$ cat config.mk
export PLATFORM = sky130hd
export DESIGN_NAME = immediate_generator_stage
export DESIGN_NICKNAME = d
export VERILOG_FILES = /design/src/rtl/immediate_generator_stage.sv
export SDC_FILE = /design/constraint.sdc
export NUM_CORES = 1
export LEC_CHECK = 0
export BUFFER_PORTS_ARGS = -buffer_cell sky130_fd_sc_hd__buf_2
export CAP_MARGIN = 20
export CORE_MARGIN = 1.5
export CORE_UTILIZATION = 47
export DETAILED_ROUTE_END_ITERATION = 8
export GPL_ROUTABILITY_DRIVEN = 0
export PLACE_DENSITY = 0.79
export SYNTH_ARGS = -nofsm -noshare
export SYNTH_HDL_FRONTEND = slang
export SYNTH_SLANG_ARGS = --single-unit
$ cat constraint.sdc
create_clock -name clk -period 2 [get_ports clk]
set_input_delay 0.2 -clock clk [delete_from_list [all_inputs] [get_ports clk]]
set_output_delay 0.2 -clock clk [all_outputs]
set_load 0.03 [all_outputs]
$ cat src/rtl/immediate_generator_stage.sv
// Registered RISC-V immediate decoder: one instruction per cycle, result one cycle after accept.
// Backpressure: in_ready drops while a result is held and out_ready is low; flush drops held and incoming work.
module immediate_generator_stage #(
    parameter int XLEN  = 64,
    parameter int CNT_W = 16
) (
    input  logic             clk,
    input  logic             reset,
    input  logic             in_valid,
    output logic             in_ready,
    input  logic [31:0]      instruction,
    input  logic             flush,
    output logic             out_valid,
    input  logic             out_ready,
    output logic [XLEN-1:0]  imm_data,
    output logic [2:0]       imm_fmt,
    output logic             imm_illegal,
    output logic [CNT_W-1:0] illegal_count
);

    localparam logic [2:0] FMT_R   = 3'd0;
    localparam logic [2:0] FMT_I   = 3'd1;
    localparam logic [2:0] FMT_S   = 3'd2;
    localparam logic [2:0] FMT_B   = 3'd3;
    localparam logic [2:0] FMT_U   = 3'd4;
    localparam logic [2:0] FMT_J   = 3'd5;
    localparam logic [2:0] FMT_ILL = 3'd7;

    localparam logic [6:0] OP_LOAD   = 7'b0000011;
    localparam logic [6:0] OP_IMM    = 7'b0010011;
    localparam logic [6:0] OP_JALR   = 7'b1100111;
    localparam logic [6:0] OP_IMM32  = 7'b0011011;
    localparam logic [6:0] OP_STORE  = 7'b0100011;
    localparam logic [6:0] OP_BRANCH = 7'b1100011;
    localparam logic [6:0] OP_LUI    = 7'b0110111;
    localparam logic [6:0] OP_AUIPC  = 7'b0010111;
    localparam logic [6:0] OP_JAL    = 7'b1101111;
    localparam logic [6:0] OP_OP     = 7'b0110011;
    localparam logic [6:0] OP_OP32   = 7'b0111011;

    localparam bit IS_RV64 = (XLEN == 64);

    typedef struct packed {
        logic [XLEN-1:0] imm;
        logic [2:0]      fmt;
        logic            illegal;
    } dec_t;

    dec_t        dec;
    logic [31:0] imm32;
    logic [31:0] ins;
    logic        accept;

    assign ins      = instruction;
    assign in_ready = !reset && (!out_valid || out_ready);
    assign accept   = in_valid && in_ready;

    // Every immediate fits in 32 signed bits, so decode to 32 and sign-extend once.
    always_comb begin
        imm32       = '0;
        dec.fmt     = FMT_ILL;
        dec.illegal = 1'b1;
        case (ins[6:0])
            OP_LOAD, OP_IMM, OP_JALR: begin
                imm32       = {{20{ins[31]}}, ins[31:20]};
                dec.fmt     = FMT_I;
                dec.illegal = 1'b0;
            end
            OP_IMM32: begin
                if (IS_RV64) begin
                    imm32       = {{20{ins[31]}}, ins[31:20]};
                    dec.fmt     = FMT_I;
                    dec.illegal = 1'b0;
                end
            end
            OP_STORE: begin
                imm32       = {{20{ins[31]}}, ins[31:25], ins[11:7]};
                dec.fmt     = FMT_S;
                dec.illegal = 1'b0;
            end
            OP_BRANCH: begin
                imm32       = {{19{ins[31]}}, ins[31], ins[7], ins[30:25], ins[11:8], 1'b0};
                dec.fmt     = FMT_B;
                dec.illegal = 1'b0;
            end
            OP_LUI, OP_AUIPC: begin
                imm32       = {ins[31:12], 12'b0};
                dec.fmt     = FMT_U;
                dec.illegal = 1'b0;
            end
            OP_JAL: begin
                imm32       = {{11{ins[31]}}, ins[31], ins[19:12], ins[20], ins[30:21], 1'b0};
                dec.fmt     = FMT_J;
                dec.illegal = 1'b0;
            end
            OP_OP: begin
                dec.fmt     = FMT_R;
                dec.illegal = 1'b0;
            end
            OP_OP32: begin
                if (IS_RV64) begin
                    dec.fmt     = FMT_R;
                    dec.illegal = 1'b0;
                end
            end
            default: ;
        endcase
        dec.imm = XLEN'($signed(imm32));
    end

    // Flush only clears valid; data registers are allowed to go stale.
    always_ff @(posedge clk) begin
        if (reset) begin
            out_valid     <= 1'b0;
            imm_data      <= '0;
            imm_fmt       <= FMT_R;
            imm_illegal   <= 1'b0;
            illegal_count <= '0;
        end else if (flush) begin
            out_valid <= 1'b0;
        end else if (accept) begin
            out_valid   <= 1'b1;
            imm_data    <= dec.imm;
            imm_fmt     <= dec.fmt;
            imm_illegal <= dec.illegal;
            if (dec.illegal && (illegal_count != '1))
                illegal_count <= illegal_count + CNT_W'(1);
        end else if (out_ready) begin
            out_valid <= 1'b0;
        end
    end

endmodule

==> reports/results.txt <==
The run finished with clean final reports. The number of synthesized flops with an enable pin works out to 0. CTS built an H-tree with a depth of 2.

The final worst-path cycle share works out to 94.8%. Once detailed placement completed, the half-perimeter wirelength came to 5290 µm. After synthesis, the netlist uses 48 different library cells. Data on the critical path is required at its endpoint by 2.24 ns. The clock-pin slew of the registers on the worst-case setup and hold paths was 0.10 ns; the core utilization of the finished layout was 59.3%.

Clock latency on the worst-skew pair, taken at its later pin, is 0.30 ns. The area added between synthesis and finish was 19.6%. STA classifies the critical path startpoint as a flop. The worst path needs 1.90 ns of the cycle, external delays included.

Final setup violation count: 0. The tools report the setup skew after layout as 0.0102 ns. In this run the horizontal extent of the chip is 80.2 µm.

The maximum clock insertion buffer count is 2. The Yosys step of the flow raised 0 warnings. The tools report the area of the mapped netlist as 2800 µm². After synthesis, the most frequently instantiated cells are dfxtp_1, buf_4, nand2_1, a22oi_1, a21oi_1. Setup repair after global routing left no endpoint under its margin.

Measured against its own limit, the worst slew margin works out to 50.1%. The run gives 0.329 mV as the peak ir drop on the vdd network. Post-synthesis cell type with the largest combined area: dfxtp_1.

In this run, the clock network consumes 32.0% of the power. The worst hold path belongs to the class input port to flop. The detailed router finished its first iteration with 164 violations.

The tools report the fraction of power consumed by sequential logic as 56.8%. Dividing the synthesized area by the synthesized cell count gives 8.59 µm². After detailed routing, the number of vias per cell comes to 5.94. After technology mapping, the gate count stands at 326. Data arrives at the worst endpoint at 2.13 ns. The post-route setup TNS is 0 ns. The dominant synthesized flop cell is dfxtp_1. STA classifies the critical path endpoint as a flop.

In the global route stage, overall resource usage came out at 22.5%. The internal power of the cells totals 1.39 mW. Max-cap violations in this run came to 0.

The run gives 27 as the number of core rows. TritonCTS sink count: 53. The completed layout was analyzed and its total power is 1.88 mW.

The tools report the floorplan core area as 5640 µm². In this run the power density over the cells is 563 nW/µm². The smallest setup slack after layout is 0.104 ns. Entering global routing, the biggest net connects 38 pins. In the routed design, unresolved DRC markers number 0. Measured along the y axis, the die boundary spans 80.2 µm.

TritonCTS built the clock tree. The wire length after detailed routing is 7290 µm, and the average wire per standard cell is 15.0 µm. For this run, the top clock speed supported by timing is 527 MHz. After clock tree synthesis, the flow added hold-fix buffers numbering 0. The top cell type's share of synthesized area is 37.9%.

The library cell with the highest instance count after synthesis is dfxtp_1. For the pin with the worst max-slew slack, the measured transition is 0.748 ns. For the number of antenna violations at the first check in global routing, the log shows 0. The via count of the first global-routing pass is 2536, and the cell area reported after detailed placement is 3260 µm². The proportion of synthesized flip-flops having asynchronous set or reset came out at 0%. Of the cells placed in the final design, the portion with a size suffix greater than 1 is 37.1%.

At the end of the flow, the number of nets in the layout was 452. Synthesis produced a netlist with a net count of 364. The type of the worst setup path was flop to flop. The first TritonRoute pass finished after 4 iterations.

The logs give 0 for the number of inserted diodes and 11700 µm for the first-pass GRT wire length. CTS placed an instance of clkbuf_8 at the clock tree root. The reported leakage power is 1.45 nW. The worst setup timing slack at the placement stage is 0.0997 ns, and the count of instances resized after the clock tree is built is 0. The number of CTS-inserted buffers came out at 5. The I/O pin count is 123, and the combinational share of power is 11.3%. Detailed routing inserted a total of 2892 vias.

For the net switching component of the power, the log shows 0.498 mW. By area the synthesized netlist is led by dfxtp_1, buf_4, a22oi_1. The peak fanout along the critical path is 8, and the fraction of the yosys area taken by sequential cells is 37.9%. Summed over all layers, the global routing overflow is 0. The worst hold path passes through 2 cells. The die covers 6430 µm². Net switching is 26.4% of the power. The count of nets left with antenna violations once routing finished came out at 0. The run gives 0 as the number of endpoints with negative hold slack in the final report. In this run, synthesis produced a sequential element count of 53. Measured in cells, the most critical reg-to-reg path has a length of 6.

For the number of slew-limit violations in the final report, the log shows 0. The count of buffers added by post-CTS timing repair for setup was 0; the number of input and output port buffers inserted was 122. The tools report the initial cell density of the core as 49.6%. After routing the design area is 3350 µm².
-- final cells by class --
| type | instances | area (µm²) |
|---|---|---|
| Fill cell | 502 | 2290 |
| Sequential cell | 53 | 1060 |
| Clock buffer | 6 | 72.6 |
| Clock inverter | 2 | 15.0 |
| Multi-Input combinational cell | 212 | 1350 |
| Timing Repair Buffer | 138 | 743 |
| Inverter | 4 | 15.0 |
| Tap cell | 72 | 90.1 |
-- cells in the final DEF (no fill, tap or decap), types with 6 or more instances in the layout --
cell / n
buf_4: 15
a22oi_1: 22
a21oi_1: 17
nand4_1: 7
o21ai_1: 6
nor3_1: 6
nor2_1: 16
nand3_1: 10
a221oi_1: 11
nand2b_1: 7
o31ai_1: 8
a221o_1: 8
buf_2: 122
o21ai_0: 8
or4_1: 6
dfxtp_1: 52
nand2_1: 28
-- cells by family after synthesis --
| logic type | count (synthesis) | synth area share, % |
|---|---|---|
| flops | 53 | 37.9 |
| buf+inv | 61 | 13.9 |
| simple gates | 108 | 20.8 |
| compound gates | 103 | 27.0 |
| fa+ha+maj | 1 | 0.447 |
-- sequential cells by signal (all words and copies together) (netlist names) --
name,flops
out_valid,1
illegal_count,16
imm_fmt,3
imm_illegal,1
imm_data,32
-- power by group through the flow --
stage / clock network [mW] / registers [mW] / logic, mW
after floorplan: 0 / 1.11 / 0.115
after global placement: 0 / 1.09 / 0.205
after detailed placement: 0 / 1.09 / 0.210
after CTS: 0.610 / 1.07 / 0.211
after global routing: 0.653 / 1.07 / 0.231
final: 0.602 / 1.07 / 0.213
-- worst max-delay path, stage by stage, from the launching register on --
cell	delay, ns
dfxtp_2	0.37
ha_1	0.24
and4_1	0.22
and4b_4	0.21
or3_1	0.35
or3_1	0.31
a21oi_1	0.13
-- final timing paths --
check	from	to	slack [ns]
max reg2reg	illegal_count[0]$_SDFFE_PP0P_	illegal_count[13]$_SDFFE_PP0P_	0.10
min reg2reg	imm_illegal$_SDFFE_PP0P_	imm_illegal$_SDFFE_PP0P_	0.46
min	instruction[17]	imm_data[17]$_SDFFE_PP0P_	0.11
max	illegal_count[0]$_SDFFE_PP0P_	illegal_count[13]$_SDFFE_PP0P_	0.10
-- metrics by stage --
step / cells / hold slack [ns]
after floorplan: 326 / 0.324
after global placement: 479 / 0.425
after detailed placement: 479 / 0.431
after CTS: 487 / 0.114
after global routing: 487 / 0.105
final: 487 / 0.111
-- layer usage --
layer	vias up	GRT usage, %	wire length (µm)
li1	1384	-	-
met1	1365	29.7	3160
met2	134	37.4	3570
met3	9	4.09	486
met4	0	6.21	79
met5	-	0	0
Power figures use the tool's default switching activity.
